**src/rtl/pulse_seq_pkg.sv**
```systemverilog
// Shared types and sizing helpers for the pulse sequencer.
package pulse_seq_pkg;

  typedef enum logic {
    S_IDLE = 1'b0,
    S_RUN  = 1'b1
  } pulse_seq_state_t;

  // Index width for a table of 'depth' entries; never narrower than one bit.
  function automatic int unsigned idx_w(input int unsigned depth);
    return (depth > 1) ? $clog2(depth) : 1;
  endfunction

endpackage

```
**src/rtl/adder_n.sv**
```systemverilog
// Plain N-bit adder; carry-out is dropped.
module adder_n #(
  parameter int unsigned W = 8
) (
  input  logic [W-1:0] a_i,
  input  logic [W-1:0] b_i,
  output logic [W-1:0] sum_o
);

  assign sum_o = a_i + b_i;

endmodule

```
**src/rtl/comparator_eq.sv**
```systemverilog
// N-bit equality comparator.
module comparator_eq #(
  parameter int unsigned W = 8
) (
  input  logic [W-1:0] a_i,
  input  logic [W-1:0] b_i,
  output logic         eq_o
);

  assign eq_o = (a_i == b_i);

endmodule

```
**src/rtl/step_timer.sv**
```systemverilog
// Per-step tick counter: counts enabled cycles from 1 up to the step period.
// A period of 0 is treated as 1 so every step lasts at least one cycle.
module step_timer #(
  parameter int unsigned N = 8
) (
  input  logic         clk_i,
  input  logic         rst_i,
  input  logic         ena_i,
  input  logic         load_i,
  input  logic [N-1:0] ticks_i,
  output logic         match_o
);

  logic [N-1:0] count_q, count_d;
  logic [N-1:0] eff_ticks;
  logic [N-1:0] count_inc;
  logic         match;

  assign eff_ticks = (ticks_i == '0) ? N'(1) : ticks_i;

  adder_n #(.W(N)) u_inc (
    .a_i   (count_q),
    .b_i   (N'(1)),
    .sum_o (count_inc)
  );

  comparator_eq #(.W(N)) u_cmp (
    .a_i  (count_q),
    .b_i  (eff_ticks),
    .eq_o (match)
  );

  // Holding at the match value keeps count from ever passing eff_ticks.
  always_comb begin
    count_d = count_q;
    if (load_i) begin
      count_d = N'(1);
    end else if (ena_i && !match) begin
      count_d = count_inc;
    end
  end

  always_ff @(posedge clk_i or posedge rst_i) begin
    if (rst_i) begin
      count_q <= N'(1);
    end else begin
      count_q <= count_d;
    end
  end

  assign match_o = match;

endmodule

```
**src/rtl/pulse_sequencer.sv**
```systemverilog
// Plays back a small table of tick periods, one pulse per step, for a set
// number of passes or until stopped.
//
//   state  | meaning
//   S_IDLE | waiting for start; timer held at 1, step held at 0
//   S_RUN  | stepping through table[0..last_idx], pass after pass
module pulse_sequencer
  import pulse_seq_pkg::*;
#(
  parameter int unsigned N     = 8,
  parameter int unsigned DEPTH = 4,
  parameter int unsigned REP_W = 4
) (
  input  logic                     clk_i,
  input  logic                     rst_i,
  input  logic                     ena_i,
  input  logic                     wr_en_i,
  input  logic [$clog2(DEPTH)-1:0] wr_addr_i,
  input  logic [N-1:0]             wr_ticks_i,
  input  logic [$clog2(DEPTH)-1:0] last_idx_i,
  input  logic [REP_W-1:0]         repeats_i,
  input  logic                     start_i,
  input  logic                     stop_i,
  output logic                     busy_o,
  output logic [$clog2(DEPTH)-1:0] step_o,
  output logic                     pulse_o,
  output logic                     done_o
);

  localparam int unsigned IW = idx_w(DEPTH);

  pulse_seq_state_t state_q, state_d;
  logic [IW-1:0]    step_q, step_d;
  logic [IW-1:0]    step_inc;
  logic [IW-1:0]    last_idx_q, last_idx_d;
  logic [REP_W-1:0] pass_q, pass_d;
  logic [REP_W-1:0] pass_inc;
  logic [REP_W-1:0] repeats_q, repeats_d;
  logic [N-1:0]     cur_ticks_q, cur_ticks_d;
  logic             done_q, done_d;
  logic [N-1:0]     table_q [DEPTH];
  logic             timer_load;
  logic             timer_match;
  logic             pulse;

  assign step_inc = step_q + IW'(1);
  assign pass_inc = pass_q + REP_W'(1);

  step_timer #(.N(N)) u_timer (
    .clk_i   (clk_i),
    .rst_i   (rst_i),
    .ena_i   (ena_i),
    .load_i  (timer_load),
    .ticks_i (cur_ticks_q),
    .match_o (timer_match)
  );

  always_comb begin
    state_d     = state_q;
    step_d      = step_q;
    last_idx_d  = last_idx_q;
    pass_d      = pass_q;
    repeats_d   = repeats_q;
    cur_ticks_d = cur_ticks_q;
    done_d      = 1'b0;
    timer_load  = 1'b0;
    pulse       = 1'b0;

    case (state_q)
      S_IDLE: begin
        timer_load = 1'b1;
        if (start_i && !stop_i) begin
          state_d     = S_RUN;
          last_idx_d  = last_idx_i;
          repeats_d   = repeats_i;
          step_d      = '0;
          pass_d      = '0;
          cur_ticks_d = table_q[0];
        end
      end
      S_RUN: begin
        if (stop_i) begin
          state_d    = S_IDLE;
          step_d     = '0;
          timer_load = 1'b1;
        end else if (ena_i && timer_match) begin
          pulse      = 1'b1;
          timer_load = 1'b1;
          if (step_q < last_idx_q) begin
            step_d      = step_inc;
            cur_ticks_d = table_q[step_inc];
          end else begin
            // Pass counter wraps silently when repeats is 0 (run forever).
            pass_d = pass_inc;
            step_d = '0;
            if ((repeats_q != '0) && (pass_inc == repeats_q)) begin
              state_d = S_IDLE;
              done_d  = 1'b1;
            end else begin
              cur_ticks_d = table_q[0];
            end
          end
        end
      end
      default: state_d = S_IDLE;
    endcase
  end

  always_ff @(posedge clk_i or posedge rst_i) begin
    if (rst_i) begin
      state_q     <= S_IDLE;
      step_q      <= '0;
      last_idx_q  <= '0;
      pass_q      <= '0;
      repeats_q   <= '0;
      cur_ticks_q <= '0;
      done_q      <= 1'b0;
    end else begin
      state_q     <= state_d;
      step_q      <= step_d;
      last_idx_q  <= last_idx_d;
      pass_q      <= pass_d;
      repeats_q   <= repeats_d;
      cur_ticks_q <= cur_ticks_d;
      done_q      <= done_d;
    end
  end

  // Loads above read table_q, so a same-edge write to that entry is not seen.
  always_ff @(posedge clk_i or posedge rst_i) begin
    if (rst_i) begin
      for (int i = 0; i < int'(DEPTH); i++) begin
        table_q[i] <= '0;
      end
    end else if (wr_en_i) begin
      table_q[wr_addr_i] <= wr_ticks_i;
    end
  end

  assign busy_o  = (state_q == S_RUN);
  assign step_o  = step_q;
  assign pulse_o = pulse;
  assign done_o  = done_q;

endmodule

```
**config.mk**
```make
export PLATFORM = sky130hd
export DESIGN_NAME = pulse_sequencer
export DESIGN_NICKNAME = d
export VERILOG_FILES = /design/src/rtl/pulse_seq_pkg.sv /design/src/rtl/adder_n.sv /design/src/rtl/comparator_eq.sv /design/src/rtl/step_timer.sv /design/src/rtl/pulse_sequencer.sv
export SDC_FILE = /design/constraint.sdc
export NUM_CORES = 1
export LEC_CHECK = 0
export BUFFER_PORTS_ARGS = -buffer_cell sky130_fd_sc_hd__buf_2
export CAP_MARGIN = 0
export CORE_UTILIZATION = 25
export DETAILED_ROUTE_END_ITERATION = 7
export PLACE_DENSITY_LB_ADDON = 0.3
export RECOVER_POWER = 50
export SETUP_SLACK_MARGIN = 0.2
export SKIP_CTS_REPAIR_TIMING = 1
export SYNTH_ARGS = -nofsm -noshare
export SYNTH_HDL_FRONTEND = slang
export SYNTH_SLANG_ARGS = --single-unit
```
**constraint.sdc**
```tcl
create_clock -name clk_i -period 3.7 [get_ports clk_i]
set_input_delay 0.74 -clock clk_i [delete_from_list [all_inputs] [get_ports clk_i]]
set_output_delay 0.74 -clock clk_i [all_outputs]
set_load 0.02 [all_outputs]
```
# Word-level counts from Yosys, hierarchy flattened

Index checks and enable logic that the tools add are counted.

Register bits after elaboration: 62
Input port bits: 22
Output and inout bits: 5
Logic and storage cells: 85

Add/sub/neg operators: 3
Order comparisons: 4
Equal/unequal tests: 8
Muxes and demuxes: 41
Bitwise gates (word level): 3
Reductions and logical operators: 14

Operators with widths:

| operator                                           | count |
|---|---|
| 2-to-1 mux 8 bit                                   | 11 |
| bitwise mux 32 bit                                 | 1 |
| binary-select mux 8 bit (select 2 bit)             | 1 |
| demux 8 bit (select 2 bit)                         | 1 |
| 2-to-1 mux 4 bit                                   | 4 |
| case mux 8 bit (2 select lines)                    | 1 |
| 2-to-1 mux 1 bit                                   | 14 |
| adder 8 x 1 -> 8 bit, second input constant        | 1 |
| == test 8 bit                                      | 1 |
| zero test 8 bit                                    | 1 |
| 2-to-1 mux 2 bit                                   | 4 |
| case mux 4 bit (2 select lines)                    | 1 |
| AND reduction 4 bit                                | 2 |
| >= comparator 3 bit, second input constant         | 2 |
| != test 2 bit, second input constant               | 3 |
| NOT 2 -> 3 bit                                     | 2 |
| logical AND 1 bit                                  | 5 |
| adder 4 x 1 -> 4 bit, second input constant        | 1 |
| == test 4 bit                                      | 1 |
| case mux 1 bit (2 select lines)                    | 2 |
| case mux 2 bit (2 select lines)                    | 1 |
| AND reduction 2 bit                                | 2 |
| nonzero test 4 bit                                 | 1 |
| < comparator 3 x 1 -> 1 bit, second input constant | 1 |
| 8 further kinds                                    | 9 |

# Depth between registers and ports, before layout

Gate-level depths: netlist of run 1.

Word-level depth: 9
Depth in mapped cells: 7
Gate-level depth less buffers: 7

# By module

A second synthesis of run 1 with hierarchy kept.

Cells, all modules: 307
Area, all modules: 3377.0 µm²

By module, submodules not included:

| module          | instances | cells an instance | area an instance (µm²) | seq. area each (µm²) |
|---|---|---|---|---|
| pulse_sequencer | 1         | 204               | 2567.5                 | 1351.3 |
| step_timer      | 1         | 50                | 391.6                  | 201.4 |
| adder_n         | 1         | 42                | 331.6                  | 0.0 |
| comparator_eq   | 1         | 11                | 86.3                   | 0.0 |

# Worst setup path before layout of run 1

No wires, ideal clock.

Kind: input to output
From: input ena_i
To: output pulse_o
Data arrival time: 1.640 ns
Required time: 2.960 ns
Slack: 1.320 ns
Stages: 4
Buffers on the path: 0
Path through: nand3_1 > a2111oi_4 > nand3_1 > inv_1

Cells in the longest elaborated chain, start to end: 4

Ends and longest elaborated chain:

| what              | RTL line              | source |
|---|---|---|
| start, declared   | pulse_sequencer.sv:16 | `input logic ena_i,` |
| logical AND 1 bit | pulse_sequencer.sv:86 | `end else if (ena_i && timer_match) begin` |
| 2-to-1 mux 1 bit  | pulse_sequencer.sv:86 |  |
| 2-to-1 mux 1 bit  | pulse_sequencer.sv:82 | `if (stop_i) begin` |
| 2-to-1 mux 1 bit  | pulse_sequencer.sv:69 | `case (state_q)` |
| end, declared     | pulse_sequencer.sv:26 | `output logic pulse_o,` |

Every way passes these cells.

# Worst setup path in the final report of run 1

From: register cur_ticks_q[7]
To: output pulse_o

Cells in the longest elaborated chain, start to end: 7

Ends and longest elaborated chain:

| what                   | RTL line               | source |
|---|---|---|
| start, declared        | pulse_sequencer.sv:39  | `logic [N-1:0] cur_ticks_q, cur_ticks_d;` |
| start signal, assigned | pulse_sequencer.sv:124 | `cur_ticks_q <= cur_ticks_d;` |
| zero test 8 bit        | step_timer.sv:19       | `assign eff_ticks = (ticks_i == '0) ? N'(1) : ticks_i;` |
| 2-to-1 mux 8 bit (*)   | step_timer.sv:19       |  |
| == test 8 bit (*)      | comparator_eq.sv:10    | `assign eq_o = (a_i == b_i);` |
| logical AND 1 bit (*)  | pulse_sequencer.sv:86  |  |
| 2-to-1 mux 1 bit (*)   | pulse_sequencer.sv:86  |  |
| 2-to-1 mux 1 bit (*)   | pulse_sequencer.sv:82  |  |
| 2-to-1 mux 1 bit (*)   | pulse_sequencer.sv:69  |  |

Every way passes the cells marked *; elsewhere a longest branch is shown, timed or not.

==> qor.txt, run 1 <==
clock root buffer master - sky130_fd_sc_hd__clkbuf_16
VDD IR-drop max - 212 µV
syn_nets - 301
post-route core utilization - 30.6%
Hold Path Cell Cnt - 2
sequential-to-total area share from yosys stat - 50.3%
power spent charging and discharging nets - 537 µW
CTS clk-pin slew, worst paths - 0.05 ns
area delta synth->final - 18.9%
overall die area - 0.0128 mm²
dpl ws - 0.961 ns
timing-limited maximum frequency - 0.346 GHz
first-pass GRT wire length - 11.2 mm
Hold Violations, Final - 0
cells traversed along the worst timing path - or3_1 > a2111oi_4 > nand3_1 > inv_1 > buf_2
Total Neg Setup Slack - 0 ns
Clock Skews - 0.00436 ns
sinks on the clock net - 62
register bit total from synthesis - 62
Required @ worst endpoint - 2.96 ns
critical path class - flop to primary output
number of nets in the layout - 336
buffers added on ports - 26
total wirelength of the detailed-routed design - 6.70 mm
setup slack of the worst register-to-register path - 1.22 ns
critical register-to-register path endpoint - cur_ticks_q[4]
Final ANT Viol Nets - 0
most common cell in the synthesized netlist - sky130_fd_sc_hd__dfrtp_1
share of final-layout standard cells stronger than drive strength 1 - 29.5%
via density per instance - 4.72
worst slew pin tran - 1.40 ns
overall overflow remaining after global route - 0
clock period minus final worst setup slack - 2.89 ns
fraction of power spent switching nets - 26.7%
post-synthesis cell type count - 43
number of buffers created by CTS - 9
Pins Over Slew Limit - 0
top cell types by occurrence after synthesis - 61 x sky130_fd_sc_hd__dfrtp_1, 46 x sky130_fd_sc_hd__mux2_2, 29 x sky130_fd_sc_hd__nand3_1
clock latency at the later pin of the worst-skew pair - 0.33 ns
origin of the critical flop-to-flop path - pass_q[0]
largest incremental delay on the critical path - 0.47 ns
number of design rule violations left after detail routing - 0
share of synthesized registers carrying an async set or reset - 100%
fin worst setup slack - 0.811 ns
HPWL after detailed placement - 4.73 mm
number of global-route vias before repair - 2,215
number of setup violations in the final report - 0
Synth Instances - 276
capturing element type of the critical path - primary output
site row count - 40
Seq pwr share - 44.1%
critical path fanouts, max - 6
Power per Cell Area - 547 mW/mm²
post-synthesis cell type with the largest combined area - sky130_fd_sc_hd__dfrtp_1
total via count in the routed design - 2,182
internal power of the cells - 1470 µW
CTS tree - yes
Clk pwr share - 38.0%
starting density of the core - 25.7%
max-cap violations - 0
Max stage delay cell, worst path - sky130_fd_sc_hd__a2111oi_4
portion of total power attributed to combinational logic - 17.9%
setup repair after global routing missed its margin - false
Setup crit start - cur_ticks_q[7]
number of enable-type register cells in the synthesized netlist - 0
flip-flop cell with the highest count after synthesis - sky130_fd_sc_hd__dfrtp_1
top cells by area, synth - sky130_fd_sc_hd__dfrtp_1 49%, sky130_fd_sc_hd__mux2_2 17%, sky130_fd_sc_hd__nand3_1 4.7%
mapped cell area - 0.00309 mm²
Worst Min Path Start - last_idx_q[0]
Max Buffers Root-to-Sink - 2
Hold Path Sink - last_idx_q[0]
diode count - 0
Hold WC Path Type - flop to flop
starting DRC count in detailed routing - 139
mean instance size in the synthesized netlist - 11.2 µm²
average routed wire per standard cell - 14.5 µm
# H-tree levels - 3
Final Wtd Congestion - 0.744
antenna violations before repair - 0
first-pass iteration count of the detailed router - 4
final period utilization - 78.1%
Data arrival, critical path - 2.15 ns
aggregate global-route resource usage - 11.6%
outcome - finished, final reports clean
Yosys warning count - 0
LEAKAGE - 0.00156 µW
maximum number of pins on one net before global-route repair - 38
fraction of synthesized cell area taken by the top area cell type - 49.4%
x dimension of the die - 113 µm
type of element launching the critical path - flop
slew margin rel. - 6.37%
count of cells along the worst register-to-register path - 7
overall die height - 113 µm
Core Region - 0.0120 mm²
I/O pin count - 27
[layer usage]
layer  part of all wire, %  global-route usage (%)  routed length, µm  up-vias
met3                   3.3                    4.34                221        8
met2                    45                    17.9               3040       34
met1                    50                    14.9               3340     1064
li1                      -                       -                  -     1076
met5                     0                       0                  0        -
met4                   1.5                    4.21                102        0
[cell families after synthesis]
kind of cell    share of synthesized area, %
simple gates                            14.8
flops                                   50.3
mux                                     18.1
compound gates                          8.99
xor+xnor                                4.82
buf+inv                                 1.82
fa+ha+maj                               1.22
[registers in the layout, summed over array words and instances, names as in the netlist]
| register | count |
|---|---|
| pass_q | 4 |
| done_o | 1 |
| step_o | 2 |
| table_q | 32 |
| cur_ticks_q | 8 |
| repeats_q | 4 |
| last_idx_q | 2 |
| busy_o | 1 |
| u_timer.count_q | 8 |
[power by group through the flow]
stage / clock network [µW] / registers [µW] / logic [µW]
2_1_floorplan: 0 / 872 / 287
3_3_place_gp: 0 / 890 / 356
3_5_place_dp: 0 / 897 / 363
4_1_cts: 781 / 886 / 365
5_1_grt: 821 / 903 / 397
6_report: 763 / 886 / 359
[worst max path at each step]
| stage | end | slack [ns] |
|---|---|---|
| CTS | pulse_o | 0.78 |
| finish | pulse_o | 0.81 |
| floorplan | pulse_o | 1.32 |
| detailed placement | pulse_o | 0.96 |
| global route | pulse_o | 0.67 |
| global placement | pulse_o | 1.0 |
[worst max-delay path, delay by kind of cell, from the launching register on]
family / cells / cell delay [ns]
simple gates: 2 / 0.69
compound gates: 1 / 0.47
flops: 1 / 0.39
buf+inv: 2 / 0.26
[area by class of cell]
type / instances / area, µm²
Clock buffer: 14 / 264
Timing Repair Buffer: 30 / 154
Inverter: 9 / 33.8
Multi-Input combinational cell: 199 / 1480
Sequential cell: 62 / 1550
Tap cell: 147 / 184
Fill cell: 1250 / 8340
Clock inverter: 1 / 5.00
[placed cells by master, fill, tap and decap left out, types with 2 or more instances in the layout]
cell | netlist | routed
sky130_fd_sc_hd__mux2i_1 | 4 | 4
sky130_fd_sc_hd__a21oi_1 | 5 | 5
sky130_fd_sc_hd__mux2_2 | 46 | 46
sky130_fd_sc_hd__buf_4 | 0 | 3
sky130_fd_sc_hd__nor3_1 | 3 | 3
sky130_fd_sc_hd__clkbuf_16 | 0 | 9
sky130_fd_sc_hd__buf_2 | 0 | 24
sky130_fd_sc_hd__nand2_1 | 28 | 28
sky130_fd_sc_hd__xor2_1 | 6 | 6
sky130_fd_sc_hd__nand3_1 | 29 | 29
sky130_fd_sc_hd__nor2_1 | 13 | 13
sky130_fd_sc_hd__dfrtp_1 | 61 | 61
sky130_fd_sc_hd__ha_1 | 3 | 3
sky130_fd_sc_hd__o2111ai_1 | 2 | 2
sky130_fd_sc_hd__o22ai_1 | 2 | 2
sky130_fd_sc_hd__clkbuf_8 | 0 | 2
sky130_fd_sc_hd__nand4_1 | 3 | 3
sky130_fd_sc_hd__xnor2_1 | 11 | 11
sky130_fd_sc_hd__nand3b_1 | 2 | 2
sky130_fd_sc_hd__inv_1 | 9 | 9
sky130_fd_sc_hd__clkbuf_1 | 5 | 6
sky130_fd_sc_hd__a22oi_1 | 9 | 9
sky130_fd_sc_hd__nand2b_1 | 4 | 4
sky130_fd_sc_hd__o21ai_0 | 5 | 5
sky130_fd_sc_hd__and3_1 | 4 | 4
[metrics by stage]
stage          area, µm²  instances  hold WS, ns  power (µW)
4_1_cts             3680        462        0.494        2030
6_report            3670        462        0.491        2010
3_5_place_dp        3410        447        0.482        1260
3_3_place_gp        3410        447        0.476        1250
5_1_grt             3670        462        0.522        2120
2_1_floorplan       3090        276        0.447        1160
Note: power is estimated with default switching activity, not from simulation.
==> inputs of run 2 (changes only) <==
==> constraint.sdc (replaced) <==
create_clock -name clk_i -period 2.6 [get_ports clk_i]
set_input_delay 0.52 -clock clk_i [delete_from_list [all_inputs] [get_ports clk_i]]
set_output_delay 0.52 -clock clk_i [all_outputs]
set_load 0.02 [all_outputs]
==> run 2 against run 1 <==
Against the previous run: the run now ends with max-capacitance violations, max-slew violations left; register-to-register slack worse by 0.91 ns; cell count is 2.6% higher; hold slack worse by 0.11 ns; die area stayed put; critical path depth up 1; sequential power grew 43%; flip-flop and latch count did not move; non-clock buffer count is 11 higher; first-iteration DRC count fell by 28%; cell area is 5.3% higher; total power is 57% higher; critical endpoint unchanged; largest power group is now the clock network.
==> qor.txt, run 2 (synthesis gave the netlist of run 1 again) <==
number of setup violations in the final report - 0
diode count - 0
maximum number of pins on one net before global-route repair - 63
commonest non-fill, non-tap cells in the layout - 60 x sky130_fd_sc_hd__dfrtp_1, 46 x sky130_fd_sc_hd__mux2_2, 28 x sky130_fd_sc_hd__nand2_1
Pins Over Slew Limit - 63
total via count in the routed design - 2,246
CTS clk-pin slew, worst paths - 0.05 ns
number of buffers created by CTS - 9
critical path fanouts, max - 5
starting density of the core - 25.7%
clock period minus final worst setup slack - 2.39 ns
number of nets in the layout - 347
CP top delay family - flip-flops
largest incremental delay on the critical path - 0.57 ns
most frequent standard cell in the layout excluding fill and tap cells - sky130_fd_sc_hd__dfrtp_1
area delta synth->final - 25.2%
# H-tree levels - 3
Final Wtd Congestion - 0.766
clock root buffer master - sky130_fd_sc_hd__clkbuf_16
largest registers - table_q (32), cur_ticks_q (8), u_timer.count_q (8)
overall die area - 0.0128 mm²
highest signal layer in the routed design - met4
via density per instance - 4.74
sinks on the clock net - 62
average routed wire per standard cell - 14.3 µm
aggregate global-route resource usage - 11.6%
first-pass iteration count of the detailed router - 4
Power per Cell Area - 817 mW/mm²
starting DRC count in detailed routing - 100
capturing element type of the critical path - primary output
I/O pin count - 27
Hold Violations, Final - 0
Required @ worst endpoint - 2.08 ns
number of design rule violations left after detail routing - 0
CTS tree - yes
CP bufs+invs - 2
worst-case hold slack - 0.383 ns
Core Region - 0.0120 mm²
final period utilization - 91.8%
Max stage delay cell, worst path - sky130_fd_sc_hd__dfstp_2
worst slew pin tran - 1.56 ns
first-pass GRT wire length - 11.4 mm
site row count - 40
Hold WC Path Type - primary input to flop
Data arrival, critical path - 1.87 ns
register with the highest flop count - table_q
number of global-route vias before repair - 2,275
timing-limited maximum frequency - 0.419 GHz
sum of met3 wire segment lengths after detailed routing - 263 µm
Total Neg Setup Slack - 0 ns
outcome - complete, but fails checks
LEAKAGE - 0.00167 µW
buffers added on ports - 26
number of flip-flops in the largest register - 32
VDD IR-drop max - 341 µV
x dimension of the die - 113 µm
post-route core utilization - 32.2%
type of element launching the critical path - flop
Clock Skews - 0.00525 ns
total wirelength of the detailed-routed design - 6.77 mm
cells traversed along the worst timing path - nand2b_4 > nand3_2 > a2111oi_4 > nand3_2 > inv_1 > buf_4
overall die height - 113 µm
most used cell along the critical path - sky130_fd_sc_hd__nand3_2
detailed-routing wirelength on met1 - 3.22 mm
Final ANT Viol Nets - 0
slew margin rel. - -4.17%
max-cap violations - 1
overall overflow remaining after global route - 0
violations in the final reports - max-capacitance violations, max-slew violations
met2 WL post-DR - 3.18 mm
setup repair after global routing missed its margin - true
number of inserted filler cells in the final layout - 1,238
critical path class - flop to primary output
clock latency at the later pin of the worst-skew pair - 0.33 ns
share of final-layout standard cells stronger than drive strength 1 - 35.8%
antenna violations before repair - 0
HPWL after detailed placement - 4.65 mm
Max Buffers Root-to-Sink - 2
run 2: per-stage QoR:
step | setup WS (ns) | area [µm²] | power, µW | cells
global placement | 0.232 | 3450 | 1780 | 450
detailed placement | 0.194 | 3450 | 1800 | 450
finish | 0.213 | 3870 | 3160 | 474
CTS | 0.0200 | 3770 | 3110 | 466
global route | 0.118 | 3870 | 3330 | 474
floorplan | 0.395 | 3090 | 1650 | 276
run 2: final timing paths:
path,from,endpoint,slack [ns],depth (start not counted)
min,repeats_i[3],repeats_q[3],0.38,3
min reg2reg,last_idx_q[0],last_idx_q[0],0.48,2
max in group asynchronous,rst_i,pass_q[0],0.84,3
min in group asynchronous,rst_i,table_q[5],0.73,3
max reg2reg,u_timer.count_q[0],cur_ticks_q[1],0.31,7
max,u_timer.count_q[0],pulse_o,0.21,6
run 2: layout make-up:
cell class	count	area (µm²)	area share (%)
sequential	62	1550	40.2
multi-input combinational	199	1530	39.6
clock buffer	11	243	6.28
timing repair buffer	41	238	6.15
tap	147	184	4.76
clock inverter	5	82.6	2.14
inverter	9	33.8	0.874
run 2: power by group:
part / internal (µW) / switching (µW) / leakage, µW
sequential: 1140 / 130 / 0.000767
combinational: 330 / 273 / 0.000747
clock: 866 / 423 / 0.000160
total: 2330 / 827 / 0.00167
run 2: worst min-delay path, delay by kind of cell:
| family | cells | cell delay [ns] |
|---|---|---|
| buffers and inverters | 1 | 0.07 |
| AND/OR/NAND/NOR | 2 | 0.08 |
run 2: metal layers:
layer	track usage, %	vias to the layer above
met2	17.5	35
li1	-	1088
met5	0	-
met4	4.47	0
met1	15.1	1115
met3	4.12	8
==> inputs of run 3 (changes only) <==
--- a/config.mk
+++ b/config.mk
@@ -15,4 +15,5 @@
 export SKIP_CTS_REPAIR_TIMING = 1
 export SYNTH_ARGS = -nofsm -noshare
 export SYNTH_HDL_FRONTEND = slang
+export SYNTH_HIERARCHICAL = 1
 export SYNTH_SLANG_ARGS = --single-unit
==> run 3 against run 2 <==
Against the previous run: combinational power increased by 28%; the run now ends clean; flip-flop and latch count unchanged; maximum frequency decreased by 4.3%; critical path type is now flop to flop; register-to-register slack worse by 0.20 ns.
==> qor.txt, run 3 <==
HPWL after detailed placement - 5.23 mm
Hold WC Path Type - primary input to async pin
critical path fanouts, max - 8
fraction of synthesized cell area taken by the top area cell type - 45.2%
share of final-layout standard cells stronger than drive strength 1 - 30.0%
overall die height - 118 µm
Setup crit start - cur_ticks_q[4]
Max Buffers Root-to-Sink - 2
power after layout - 3390 µW
Required @ worst endpoint - 2.81 ns
end point of the critical path - cur_ticks_q[1]
# H-tree levels - 3
Yosys warning count - 6
Final ANT Viol Nets - 0
post-synthesis cell type with the largest combined area - sky130_fd_sc_hd__dfrtp_1
clock latency at the later pin of the worst-skew pair - 0.33 ns
Power per Cell Area - 827 mW/mm²
number of global-route vias before repair - 2,325
via density per instance - 4.53
Cells after DPL - 507
area delta synth->final - 21.5%
number of nets in the layout - 377
Pins Over Slew Limit - 0
area taken by flip-flops and latches - 0.00155 mm²
commonest non-fill, non-tap cells in the layout - 61 x sky130_fd_sc_hd__dfrtp_1, 44 x sky130_fd_sc_hd__mux2_2, 33 x sky130_fd_sc_hd__nand2_1
total wirelength of the detailed-routed design - 7.05 mm
type of element launching the critical path - flop
average routed wire per standard cell - 13.4 µm
Final Wtd Congestion - 0.756
mean instance size in the synthesized netlist - 11.0 µm²
Synth Instances - 307
final period utilization - 95.9%
critical path class - flop to flop
I/O pin count - 27
buffers added on ports - 26
post-synthesis cell type count - 53
clock root buffer master - sky130_fd_sc_hd__clkbuf_16
top cells by area, synth - sky130_fd_sc_hd__dfrtp_1 45%, sky130_fd_sc_hd__mux2_2 15%, sky130_fd_sc_hd__nand2_1 3.7%
flip-flop cell with the highest count after synthesis - sky130_fd_sc_hd__dfrtp_1
sinks on the clock net - 62
sequential-to-total area share from yosys stat - 46.0%
starting DRC count in detailed routing - 86
number of enable-type register cells in the synthesized netlist - 0
critical register-to-register path endpoint - cur_ticks_q[1]
site row count - 42
VDD IR-drop max - 409 µV
overall overflow remaining after global route - 0
adder and majority cell fraction of the synthesized area - 3.93%
most common cell in the synthesized netlist - sky130_fd_sc_hd__dfrtp_1
most frequent standard cell in the layout excluding fill and tap cells - sky130_fd_sc_hd__dfrtp_1
Clock Skews - 0.00430 ns
first-pass GRT wire length - 11.8 mm
Data arrival, critical path - 2.70 ns
diode count - 0
first-pass iteration count of the detailed router - 4
timing-limited maximum frequency - 0.401 GHz
overall die area - 0.0140 mm²
total via count in the routed design - 2,383
number of design rule violations left after detail routing - 0
Core Region - 0.0132 mm²
x dimension of the die - 118 µm
setup slack of the worst register-to-register path - 0.11 ns
setup repair after global routing missed its margin - true
starting density of the core - 25.6%
top cell types by occurrence after synthesis - 61 x sky130_fd_sc_hd__dfrtp_1, 45 x sky130_fd_sc_hd__mux2_2, 33 x sky130_fd_sc_hd__nand2_1
slew margin rel. - 23.9%
multiplexer fraction of the synthesized cell area - 18.0%
number of flip-flops in the largest register - 32
outcome - finished, final reports clean
aggregate global-route resource usage - 10.9%
Synth Area in Simple Gates - 11.9%
register bit total from synthesis - 62
origin of the critical flop-to-flop path - cur_ticks_q[4]
antenna violations before repair - 0
Hold Violations, Final - 0
number of setup violations in the final report - 0
placed cell area - 0.00374 mm²
number of non-filler instances in the completed layout - 526
CTS tree - yes
mapped cell area - 0.00338 mm²
dpl ws - 0.156 ns
maximum number of pins on one net before global-route repair - 22
area used by multi-input combinational logic - 0.00177 mm²
synthesized-area fraction occupied by ao, oa, aoi and oai cells - 12.9%
capturing element type of the critical path - flop
number of buffers created by CTS - 9
synthesized-area fraction occupied by xor and xnor cells - 4.15%
count of cells along the worst register-to-register path - 11
share of synthesized registers carrying an async set or reset - 100%
register with the highest flop count - table_q
LEAKAGE - 0.00173 µW
max-cap violations - 0
post-route standard cell area excluding fillers - 0.00410 mm²
CTS clk-pin slew, worst paths - 0.05 ns
largest family of logic cells by synthesized area - multiplexers
worst slew pin tran - 1.14 ns
fin worst setup slack - 0.106 ns
clock period minus final worst setup slack - 2.49 ns
number of inserted filler cells in the final layout - 1,357
largest registers - table_q (32), cur_ticks_q (8), u_timer/count_q (8)
==> run 3: cell types whose count changed in the layout (fill, tap and decap cells not counted), moves of 7 or more <==
cell,change
sky130_fd_sc_hd__conb_1,+9
sky130_fd_sc_hd__a22o_1,+8
sky130_fd_sc_hd__nor2_1,-7
sky130_fd_sc_hd__nand3_1,-25
sky130_fd_sc_hd__o21ai_0,+14
sky130_fd_sc_hd__buf_4,-7
sky130_fd_sc_hd__a21oi_1,+12
sky130_fd_sc_hd__a22oi_1,-8
==> run 3: cell type report <==
| class | instances | area share [%] |
|---|---|---|
| clock buffer | 9 | 5.49 |
| clock inverter | 7 | 2.38 |
| inverter | 9 | 0.823 |
| multi-input combinational | 228 | 43.1 |
| sequential | 62 | 37.8 |
| tap | 176 | 5.37 |
| timing repair buffer | 35 | 4.97 |
==> run 3: routing by layer <==
| metal | vias up | routed length [µm] | GRT usage (%) |
|---|---|---|---|
| met3 | 10 | 167 | 2.03 |
| met5 | - | 0 | 0 |
| met1 | 1171 | 3390 | 14.2 |
| met2 | 31 | 3390 | 17.4 |
| met4 | 0 | 116 | 5.05 |
| li1 | 1171 | - | - |
==> run 3: worst min path at each step <==
stage	start	depth (start not counted)	to
2_1_floorplan	rst_i	1	u_timer/count_q[1]
3_3_place_gp	table_q[23]	1	table_q[23]
3_5_place_dp	table_q[19]	1	table_q[19]
4_1_cts	rst_i	2	u_timer/count_q[1]
5_1_grt	rst_i	2	u_timer/count_q[1]
6_report	rst_i	2	u_timer/count_q[2]
==> run 3: metrics by stage <==
step / utilization, % / hold WS, ns / TNS (ns)
3_5_place_dp: 28.3 / 0.493 / 0
3_3_place_gp: 28.3 / 0.486 / 0
4_1_cts: 30.8 / 0.160 / 0
6_report: 31.1 / 0.143 / 0
2_1_floorplan: - / 0.335 / 0
5_1_grt: 31.1 / 0.178 / -0.462
==> run 3: cell families (layout without fill, tap and decap cells) <==
group,Yosys count,after routing
buffers and inverters,24,60
flip-flops,62,62
AND/OR/NAND/NOR,73,73
multiplexers,55,55
XOR/XNOR,16,16
AO/OA/AOI/OAI,65,65
adder cells (fa/ha/maj),10,10
other,2,9
==> run 3: critical path: stages, from the launching register on <==
cell and delay (ns):
sky130_fd_sc_hd__dfrtp_1 0.41, sky130_fd_sc_hd__nor4_2 0.27, sky130_fd_sc_hd__a21o_1 0.15, sky130_fd_sc_hd__xnor2_1 0.12
sky130_fd_sc_hd__nand4_1 0.12, sky130_fd_sc_hd__nor2_1 0.14, sky130_fd_sc_hd__and4b_2 0.28, sky130_fd_sc_hd__buf_4 0.13
sky130_fd_sc_hd__nor2_4 0.05, sky130_fd_sc_hd__a41oi_4 0.23, sky130_fd_sc_hd__buf_12 0.15, sky130_fd_sc_hd__mux2_2 0.33
==> run 3: power breakdown <==
group | switching, µW | internal, µW
registers | 168 | 1170
clock network | 440 | 841
logic | 370 | 402
total | 979 | 2410
